### src/rtl/axi_config_rd_pipe.sv
// axi_config_rd_pipe: AXI4 read slave that converts FIXED/INCR/WRAP read bursts
// into single-beat rd/raddr strobes toward a config register space. In-order
// responses are returned through a credit-managed response FIFO.
// Optional backend watchdog and post-timeout quarantine: define
// AXI_CONFIG_RD_PIPE_TIMEOUT_EN.
module axi_config_rd_pipe #(
  parameter int ADDR_WIDTH     = 32,
  parameter int DATA_WIDTH     = 32,
  parameter int STRB_WIDTH     = DATA_WIDTH / 8,
  parameter int ID_WIDTH       = 8,
  parameter int FIFO_DEPTH     = 8,
  parameter int TIMEOUT_CYCLES = 256
) (
  input  logic                  clk,
  input  logic                  rst,
  input  logic [ID_WIDTH-1:0]   s_axi_arid,
  input  logic [ADDR_WIDTH-1:0] s_axi_araddr,
  input  logic [7:0]            s_axi_arlen,
  input  logic [2:0]            s_axi_arsize,
  input  logic [1:0]            s_axi_arburst,
  input  logic                  s_axi_arvalid,
  input  logic                  s_axi_arlock,
  input  logic [3:0]            s_axi_arcache,
  input  logic [2:0]            s_axi_arprot,
  input  logic [3:0]            s_axi_arqos,
  input  logic [3:0]            s_axi_arregion,
  output logic                  s_axi_arready,
  output logic [ID_WIDTH-1:0]   s_axi_rid,
  output logic [DATA_WIDTH-1:0] s_axi_rdata,
  output logic [1:0]            s_axi_rresp,
  output logic                  s_axi_rlast,
  output logic                  s_axi_rvalid,
  input  logic                  s_axi_rready,
  output logic                  rd,
  output logic [ADDR_WIDTH-1:0] raddr,
  input  logic [DATA_WIDTH-1:0] rdata,
  input  logic                  rvalid
);

  localparam int LSB = $clog2(STRB_WIDTH);
  localparam int PW  = $clog2(FIFO_DEPTH);
  localparam int CW  = $clog2(FIFO_DEPTH) + 1;
  localparam logic [ADDR_WIDTH-1:0] STEP     = ADDR_WIDTH'(STRB_WIDTH);
  localparam logic [ADDR_WIDTH-1:0] LOW_MASK = ADDR_WIDTH'(STRB_WIDTH - 1);

  typedef enum logic [2:0] {S_IDLE, S_ISSUE, S_DRAIN, S_ERR, S_QUAR} state_t;

  state_t                state_q;
  logic                  arready_q;
  logic                  rd_q;
  logic [ADDR_WIDTH-1:0] raddr_q;
  logic [ID_WIDTH-1:0]   id_q;
  logic [7:0]            len_q;
  logic [1:0]            burst_q;
  logic [ADDR_WIDTH-1:0] wmask_q;
  logic [8:0]            iss_q;   // beats issued to the backend
  logic [8:0]            ret_q;   // beats popped on the R channel (head index)
  logic [8:0]            enq_q;   // beats written into the FIFO
  logic [CW-1:0]         out_q;   // rd strobes still awaiting backend rvalid
  logic [CW-1:0]         cnt_q;   // FIFO occupancy
  logic [PW-1:0]         wptr_q;
  logic [PW-1:0]         rptr_q;
  logic [DATA_WIDTH-1:0] fifo_data_q [FIFO_DEPTH];
  logic [FIFO_DEPTH-1:0] fifo_err_q;

  logic                  ar_hs;
  logic                  active;
  logic [8:0]            last_idx;
  logic                  fifo_vld;
  logic                  pop;
  logic                  pop_last;
  logic                  bk_push;
  logic                  fill_push;
  logic                  push;
  logic                  credit;
  logic                  issue;
  logic [ADDR_WIDTH-1:0] step;
  logic [ADDR_WIDTH-1:0] raddr_d;
  logic                  wd_fire;
  logic                  timed_out;
  logic                  quar_done;
  logic                  unused_ok;

  // WRAP window mask; non-WRAP and illegal WRAP lengths use a full mask (INCR)
  function automatic logic [ADDR_WIDTH-1:0] wrap_mask(input logic [1:0] burst,
                                                      input logic [7:0] len);
    logic [ADDR_WIDTH-1:0] m;
    m = '1;
    if (burst == 2'b10 && (len == 8'd1 || len == 8'd3 || len == 8'd7 || len == 8'd15))
      m = (ADDR_WIDTH'(len) << LSB) | LOW_MASK;
    return m;
  endfunction

  assign ar_hs     = s_axi_arvalid && arready_q;
  assign active    = (state_q == S_ISSUE) || (state_q == S_DRAIN) || (state_q == S_ERR);
  assign last_idx  = {1'b0, len_q} + 9'd1;
  assign fifo_vld  = (cnt_q != '0);
  assign pop       = fifo_vld && s_axi_rready;
  assign pop_last  = pop && (ret_q == {1'b0, len_q});
  assign bk_push   = rvalid && (out_q != '0);
  assign fill_push = ((state_q == S_ERR) || (timed_out && active)) && !bk_push &&
                     (enq_q < last_idx) && (cnt_q < CW'(FIFO_DEPTH));
  assign push      = bk_push || fill_push;
  // Credits count outstanding reads plus stored beats; a same-cycle pop is not credited.
  assign credit    = ({1'b0, out_q} + {1'b0, cnt_q}) < (CW + 1)'(FIFO_DEPTH);
  assign issue     = (state_q == S_ISSUE) && (iss_q != last_idx) && credit &&
                     !timed_out && !wd_fire;
  assign step      = (burst_q == 2'b00) ? '0 : STEP;
  assign raddr_d   = (raddr_q & ~wmask_q) | ((raddr_q + step) & wmask_q);

  assign s_axi_arready = arready_q;
  assign rd            = rd_q;
  assign raddr         = raddr_q;
  assign s_axi_rid     = id_q;
  assign s_axi_rvalid  = fifo_vld;
  assign s_axi_rdata   = fifo_vld ? fifo_data_q[rptr_q] : '0;
  assign s_axi_rresp   = (fifo_vld && fifo_err_q[rptr_q]) ? 2'b10 : 2'b00;
  assign s_axi_rlast   = fifo_vld && (ret_q == {1'b0, len_q});

  assign unused_ok = ^{s_axi_arsize, s_axi_arlock, s_axi_arcache, s_axi_arprot,
                       s_axi_arqos, s_axi_arregion, 32'(TIMEOUT_CYCLES)};

`ifdef AXI_CONFIG_RD_PIPE_TIMEOUT_EN
  localparam int WDW = $clog2(TIMEOUT_CYCLES + 1);

  logic           to_q;
  logic [WDW-1:0] wd_q;
  logic [WDW-1:0] qcnt_q;

  assign wd_fire   = !to_q && (out_q != '0) && !rvalid && (wd_q == WDW'(TIMEOUT_CYCLES - 1));
  assign timed_out = to_q;
  assign quar_done = (qcnt_q == WDW'(TIMEOUT_CYCLES - 1));

  // Backend watchdog and quarantine counter
  always_ff @(posedge clk or posedge rst) begin
    if (rst) begin
      to_q   <= 1'b0;
      wd_q   <= '0;
      qcnt_q <= '0;
    end else begin
      if (ar_hs)        to_q <= 1'b0;
      else if (wd_fire) to_q <= 1'b1;
      if (rvalid || (out_q == '0) || wd_fire) wd_q <= '0;
      else                                    wd_q <= wd_q + WDW'(1);
      if (state_q == S_QUAR) qcnt_q <= qcnt_q + WDW'(1);
      else                   qcnt_q <= '0;
    end
  end
`else
  assign wd_fire   = 1'b0;
  assign timed_out = 1'b0;
  assign quar_done = 1'b1;
`endif

  // Burst FSM, issue/return counters, FIFO pointers and registered outputs
  always_ff @(posedge clk or posedge rst) begin
    if (rst) begin
      state_q   <= S_IDLE;
      arready_q <= 1'b0;
      rd_q      <= 1'b0;
      raddr_q   <= '0;
      id_q      <= '0;
      len_q     <= '0;
      burst_q   <= '0;
      wmask_q   <= '0;
      iss_q     <= '0;
      ret_q     <= '0;
      enq_q     <= '0;
      out_q     <= '0;
      cnt_q     <= '0;
      wptr_q    <= '0;
      rptr_q    <= '0;
    end else begin
      arready_q <= 1'b0;
      rd_q      <= 1'b0;
      if (push) begin
        wptr_q <= wptr_q + PW'(1);
        enq_q  <= enq_q + 9'd1;
      end
      if (pop) begin
        rptr_q <= rptr_q + PW'(1);
        ret_q  <= ret_q + 9'd1;
      end
      cnt_q <= cnt_q + CW'(push) - CW'(pop);
      if (wd_fire) out_q <= '0;
      else         out_q <= out_q + CW'(issue) - CW'(bk_push);
      if (issue) begin
        rd_q    <= 1'b1;
        raddr_q <= raddr_d;
        iss_q   <= iss_q + 9'd1;
      end
      case (state_q)
        S_IDLE: begin
          arready_q <= 1'b1;
          if (ar_hs) begin
            arready_q <= 1'b0;
            id_q      <= s_axi_arid;
            len_q     <= s_axi_arlen;
            burst_q   <= s_axi_arburst;
            wmask_q   <= wrap_mask(s_axi_arburst, s_axi_arlen);
            raddr_q   <= s_axi_araddr & ~LOW_MASK;
            ret_q     <= '0;
            enq_q     <= '0;
            cnt_q     <= '0;
            wptr_q    <= '0;
            rptr_q    <= '0;
            if (s_axi_arburst == 2'b11) begin
              state_q <= S_ERR;
              iss_q   <= '0;
              out_q   <= '0;
            end else begin
              // First beat issues in the cycle right after the handshake.
              state_q <= S_ISSUE;
              rd_q    <= 1'b1;
              iss_q   <= 9'd1;
              out_q   <= CW'(1);
            end
          end
        end
        S_ISSUE: begin
          if (iss_q == last_idx || timed_out) state_q <= S_DRAIN;
        end
        S_QUAR: begin
          if (quar_done) begin
            state_q   <= S_IDLE;
            arready_q <= 1'b1;
          end
        end
        default: ;
      endcase
      if (pop_last) begin
        state_q   <= timed_out ? S_QUAR : S_IDLE;
        arready_q <= !timed_out;
      end
    end
  end

  // Response FIFO storage; payload only, occupancy lives in the FSM block
  always_ff @(posedge clk) begin
    if (push) begin
      fifo_data_q[wptr_q] <= bk_push ? rdata : '0;
      fifo_err_q[wptr_q]  <= fill_push;
    end
  end

endmodule
### config.mk
export PLATFORM = sky130hd
export DESIGN_NAME = axi_config_rd_pipe
export DESIGN_NICKNAME = d
export VERILOG_FILES = /design/src/rtl/axi_config_rd_pipe.sv
export SDC_FILE = /design/constraint.sdc
export NUM_CORES = 1
export LEC_CHECK = 0
export CORE_UTILIZATION = 34
export CTS_CLUSTER_DIAMETER = 150
export DETAILED_ROUTE_END_ITERATION = 8
export PLACE_DENSITY = 0.54
export SLEW_MARGIN = 20
export SYNTH_ARGS = -nofsm -noshare
export SYNTH_HDL_FRONTEND = slang
export SYNTH_SLANG_ARGS = --single-unit
### constraint.sdc
create_clock -name clk -period 8.7 [get_ports clk]
set_input_delay 1.305 -clock clk [delete_from_list [all_inputs] [get_ports clk]]
set_output_delay 1.305 -clock clk [all_outputs]
set_load 0.005 [all_outputs]
After elaboration in Yosys (flattened, before gate mapping)
Memories as Yosys holds them, arrays and structs flattened. Cells that the tools add are included. W data, S select, Z words.

Reductions and logical operators: 25. Multiplexer cells: 48. Order comparisons: 6. Equal/unequal tests: 14. Bitwise logic cells: 4. Add/sub/neg operators: 12.

Operators by type and width (number): $mux W32 (6); $mux W9 (9); $and A32 B32 Y32 (2); $add A32 B3 Y32 (1); $not A32 Y32 (1); $or A32 B32 Y32 (1); $mux W3 (10); $add A9 B1 Y9 const B (3); $mux W4 (4); $logic_and A1 B1 Y1 (13); $mux W1 (12); $reduce_bool A4 Y1 (3); $add A8 B1 Y9 const B (1); $eq A9 B8 Y1 (1); $eq A9 B9 Y1 (1); $lt A9 B9 Y1 (1); $ne A9 B9 Y1 (1); $pmux W3 S3 (1); $add A4 B1 Y4 (2); $bwmux W8 (1); $eq A8 B1 Y1 const B (1); $eq A8 B2 Y1 const B (1); $eq A8 B3 Y1 const B (1); $eq A8 B4 Y1 const B (1); 23 further kinds (31).

Memories kept: 1. Bits in registers: 136. RAM bits: 256. Logic and storage cells: 126. Output and inout bits: 78. Bits of input ports: 106.

Memory list: fifo_data_q (depth 8, bits a word 32, rd ports 1, clocked after Yosys merged registers in 0, wr ports 1, line 63) `logic [DATA_WIDTH-1:0] fifo_data_q [FIFO_DEPTH];`.

Logic depth before layout (Yosys ltp)
Depth in word-level cells: 11. Gate-level depth with buffers: 18. Mapped depth without buffers: 16.

Least setup slack after synthesis
No wires, ideal clock.

Kind: register to register. Start point: reg len_q[1]. End point: mem fifo_data_q[1][0] (enable). Slack: 2.275 ns. Period minus slack after synthesis: 6.425 ns. Cell stages (with the launch flop): 13. Required time: 8.182 ns. Data arrival time: 5.907 ns. Buffers on the path: 2. Setup time: 0.518 ns. Path through: dfrtp_1 -> ha_1 -> buf_2 -> and3_1 -> xnor2_1 -> ha_1 -> a21o_1 -> a21o_1 -> a21oi_1 -> a211o_1 -> nand2_1 -> buf_1 -> nor4b_1.

Cells in the longest elaborated chain, start to end: 7.

Ends and longest elaborated chain: start: declaration (line 53) `logic [7:0] len_q;`; start signal: assignment (line 198) `len_q <= s_axi_arlen;`; $add A8 B1 Y9 (line 96) `assign last_idx = {1'b0, len_q} + 9'd1;`; $lt A9 B9 Y1 (line 102) `(enq_q < last_idx) && (cnt_q < CW'(FIFO_DEPTH));`; $logic_and A1 B1 Y1 (line 101) `assign fill_push = ((state_q == S_ERR) || (timed_out && active)) && !bk_push &&`; $logic_and A1 B1 Y1 (line 102); $logic_or A1 B1 Y1 (line 103) `assign push = bk_push || fill_push;`; $mux W1 (line 240) `if (push) begin`; $mux W1 (line 241) `fifo_data_q[wptr_q] <= bk_push ? rdata : '0;`; end: declaration (line 63).

No other way between the ends.

Worst setup path in the final report
Start point: reg rptr_q[0]. End point: out s_axi_rdata[23].

Cells in the longest elaborated chain, start to end: 2.

Ends and longest elaborated chain: start: declaration (line 62) `logic [PW-1:0] rptr_q;`; start signal: assignment (line 181) `rptr_q <= rptr_q + PW'(1);`; $mem_v2 Z8 W32; $mux W32 (line 116) `assign s_axi_rdata = fifo_vld ? fifo_data_q[rptr_q] : '0;`; end: declaration (line 29) `output logic [DATA_WIDTH-1:0] s_axi_rdata,`.

No other way between the ends.

==> flow_summary.json <==
{
  "status": "finished, violations left",
  "violations": "design-rule violations",
  "place.gp.congestion": 0.762,
  "syn_nets": 1268,
  "area_growth_pct": 22.8,
  "fin_crit_sh_pct": 56.2,
  "cts_resized": 0,
  "cts_buffers": 42,
  "drv_cap": 0,
  "grt_pass1_wl_um": 57900,
  "power.total_mw": 7.00,
  "syn_inst": 1131,
  "crit_path_end_kind": "output port",
  "clkTransAtPathRegs_ns": 0.06,
  "fillCellCount": 4379,
  "clock_power_share_pct": 25.4,
  "die-width_um": 221,
  "leakage_nw": 7.19,
  "r2r_end": "fifo_data_q[3][7]$_DFFE_PP_",
  "synth_flop_cell": "edfxtp_1",
  "critical_path_arrival_ns": 3.59,
  "p_int_mw": 4.73,
  "cts_setup_buffers": 0,
  "reg2reg_setup_slack_ns": 4.35,
  "hold_path_class": "flip-flop to flip-flop",
  "startpoint_type": "flip-flop",
  "drcViolationCount": 8,
  "grt_util_all_layers_pct": 15.6,
  "num_vias": 9807,
  "post-dp-hpwl_um": 21300,
  "grt-ovfl-total": 0,
  "fp.dieH_um": 221,
  "synth_top_cell_area_share_pct": 48.7,
  "setup_viol_count_final": 0,
  "switching_share_pct": 32.3,
  "clock_latency_ns": 0.56,
  "placed_cell_area_sq_um": 18600,
  "grt_pass1_vias": 10279,
  "crit_slowest_cell": "buf_4",
  "slew_viol_final": 0,
  "final_antenna_net_count": 0,
  "start_util_pct": 34.7,
  "grt_util_met2_pct": 25.8,
  "ir_drop_mv": 0.172,
  "grt_max_degree": 73,
  "drive_gt1_share_pct": 12.8,
  "synth.distinct_cells": 57,
  "synth_edf_count": 264,
  "routed_wl_um": 36500,
  "netlist_area_sq_um": 16300,
  "ys_seq_area_share_pct": 64.7,
  "cts_hold_buf": 0,
  "busiest_layer": "met2",
  "required_ns": 7.39,
  "synth_area_per_cell_sq_um": 14.4,
  "hold_viol_final": 0,
  "cp-startpoint": "rptr_q[0]$_DFF_PP0_",
  "reg2reg_from": "len_q[0]$_DFFE_PP0P_",
  "rows": 79,
  "nNetsFinal": 1430,
  "clockBufferDepth": 3,
  "power_frac_comb_pct": 34.9,
  "cts-root-buf": "clkbuf_16",
  "viasPerCell": 5.08,
  "clock_sink_count": 368,
  "dr.first_iter.drc_count": 520,
  "htree_levels": 2,
  "final_design_area_no_fill_sq_um": 20000,
  "antenna_found_initial": 0,
  "endpoint": "s_axi_rdata[23]",
  "seqPwrFrac_pct": 39.6,
  "fin_skew_ns": 0.0132,
  "worstHoldStart": "burst_q[0]$_DFFE_PP0P_",
  "firstDrtPassIters": 6,
  "met1_usage_pct": 20.9,
  "max_slew_margin_pct": 35.6,
  "path_class": "flip-flop to output port",
  "finish.utilization_pct": 42.6,
  "switchingPower_mw": 2.26,
  "use_met3_pct": 2.57,
  "max_freq_mhz": 204,
  "wl_per_cell_um": 18.9,
  "synthArstFlopShare_pct": 28.3,
  "fin_crit_ns": 4.89,
  "tns_ns": 0,
  "core_sq_um": 46900,
  "yosysTopAreaCell": "edfxtp_1",
  "synth.area.top_cells": "edfxtp_1 49%, dfrtp_1 16%, mux4_2 9.1%, nand2_1 2.4%, mux2i_1 2.3%",
  "rsz0062_at_grt": "no",
  "crit_chain": "buf_4, mux4_2, mux2i_1, nor2_1, clkdlybuf4s50_1",
  "max_stage_delay_ns": 0.79,
  "worstRegToRegCells": 11,
  "worstPathMaxFanout": 43,
  "io_buffers": 161,
  "ios": 184,
  "yosys_warnings": 0,
  "tightest_slew_ns": 0.962,
  "die_area_sq_um": 48700,
  "antenna_cells": 0,
  "powerDensity_nw_per_um2": 350,
  "synth_seq_cells": 368,
  "cts_tree": "done"
}
## worst max-delay path, delay by kind of cell (launching register included)
family | cells | cell delay (ns)
muxes | 2 | 0.87
buffers and inverters | 2 | 1.26
DFF | 1 | 0.77
and+or+nand+nor | 1 | 0.08
## cell type report
| cell class | count | area (sq um) | area share, % |
|---|---|---|---|
| clock buffer | 57 | 1140 | 5.70 |
| clock inverter | 19 | 259 | 1.30 |
| inverter | 24 | 92.6 | 0.464 |
| multi-input combinational | 676 | 5420 | 27.2 |
| sequential | 368 | 10500 | 52.8 |
| tap | 607 | 759 | 3.80 |
| timing repair buffer | 181 | 1760 | 8.82 |
## cells in the final DEF, fill, tap and decap left out, types with 26 or more instances in the layout
master,synthesis,routed
clkdlybuf4s50_1,0,161
mux2i_1,38,38
clkbuf_16,0,42
mux4_2,66,66
ha_1,29,29
edfxtp_1,264,264
and2_1,42,41
nand2_1,105,105
o21ai_0,26,26
dfrtp_1,104,101
nor2_1,95,94
nand3_1,32,31
## cell families after synthesis
kind of cell	share of synthesized area, %
multiplexers	11.5
flip-flops	64.7
XOR/XNOR	2.58
adder cells (fa/ha/maj)	2.48
other	0.0231
buffers and inverters	2.34
AND/OR/NAND/NOR	11.6
AO/OA/AOI/OAI	4.80
## power by group through the flow
stage	Clock (mW)	Combinational (mW)	Sequential, mW
finish	1.78	2.44	2.77
global route	1.89	2.73	2.85
CTS	1.83	2.50	2.79
detailed placement	0	2.49	2.81
global placement	0	2.47	2.80
floorplan	0	1.64	2.64
## metal layers
layer / routed length [um] / vias to the layer above
li1: - / 4590
met1: 16600 / 4974
met2: 17600 / 191
met3: 1490 / 52
met4: 702 / 0
met5: 0 / -
## cells in the mapped netlist (2+ instances only)
cell / instances
nor3_1: 6
or2_2: 3
or4_1: 18
xnor3_1: 2
a21o_1: 5
o31ai_1: 14
nand3_1: 32
buf_6: 3
inv_1: 24
o2111ai_1: 4
o21ai_1: 8
or3_1: 22
a21oi_1: 20
nor2_1: 95
a31oi_1: 23
and3_1: 8
xnor2_1: 19
mux2i_1: 38
nand4_1: 22
buf_1: 11
a21boi_1: 2
clkbuf_1: 36
buf_4: 6
fa_1: 2
nor4b_1: 3
o21a_1: 3
o21ai_0: 26
o211ai_1: 8
nand2_1: 105
and2_1: 42
a21boi_0: 2
mux4_2: 66
xor2_1: 21
buf_2: 6
and4_1: 3
edfxtp_1: 264
ha_1: 29
dfrtp_1: 104
nor3b_1: 3
nor4_1: 6
## stage by stage
step           hold WS, ns  instances  worst slack [ns]
2_1_floorplan        0.437       1131              2.28
3_3_place_gp         0.451       1856              4.27
3_5_place_dp         0.454       1856              4.24
4_1_cts              0.468       1932              3.65
5_1_grt              0.491       1932              3.53
6_report             0.468       1932              3.81
## state kept, by name (all words and copies together) (netlist names), 3 cells and up
signal,cells
wptr_q,3
len_q,8
ret_q,9
fifo_data_q,256
iss_q,9
rptr_q,3
raddr,32
cnt_q,4
wmask_q,9
out_q,4
s_axi_rid,8
enq_q,9
fifo_err_q,8
## worst min-delay path by stage
stage,end,depth (start not counted)
5_1_grt,burst_q[0]$_DFFE_PP0P_,2
6_report,burst_q[0]$_DFFE_PP0P_,2
4_1_cts,burst_q[0]$_DFFE_PP0P_,2
2_1_floorplan,burst_q[0]$_DFFE_PP0P_,2
3_3_place_gp,wmask_q[2]$_DFFE_PP0P_,2
3_5_place_dp,burst_q[0]$_DFFE_PP0P_,2
(Power assumes the default switching activity.)
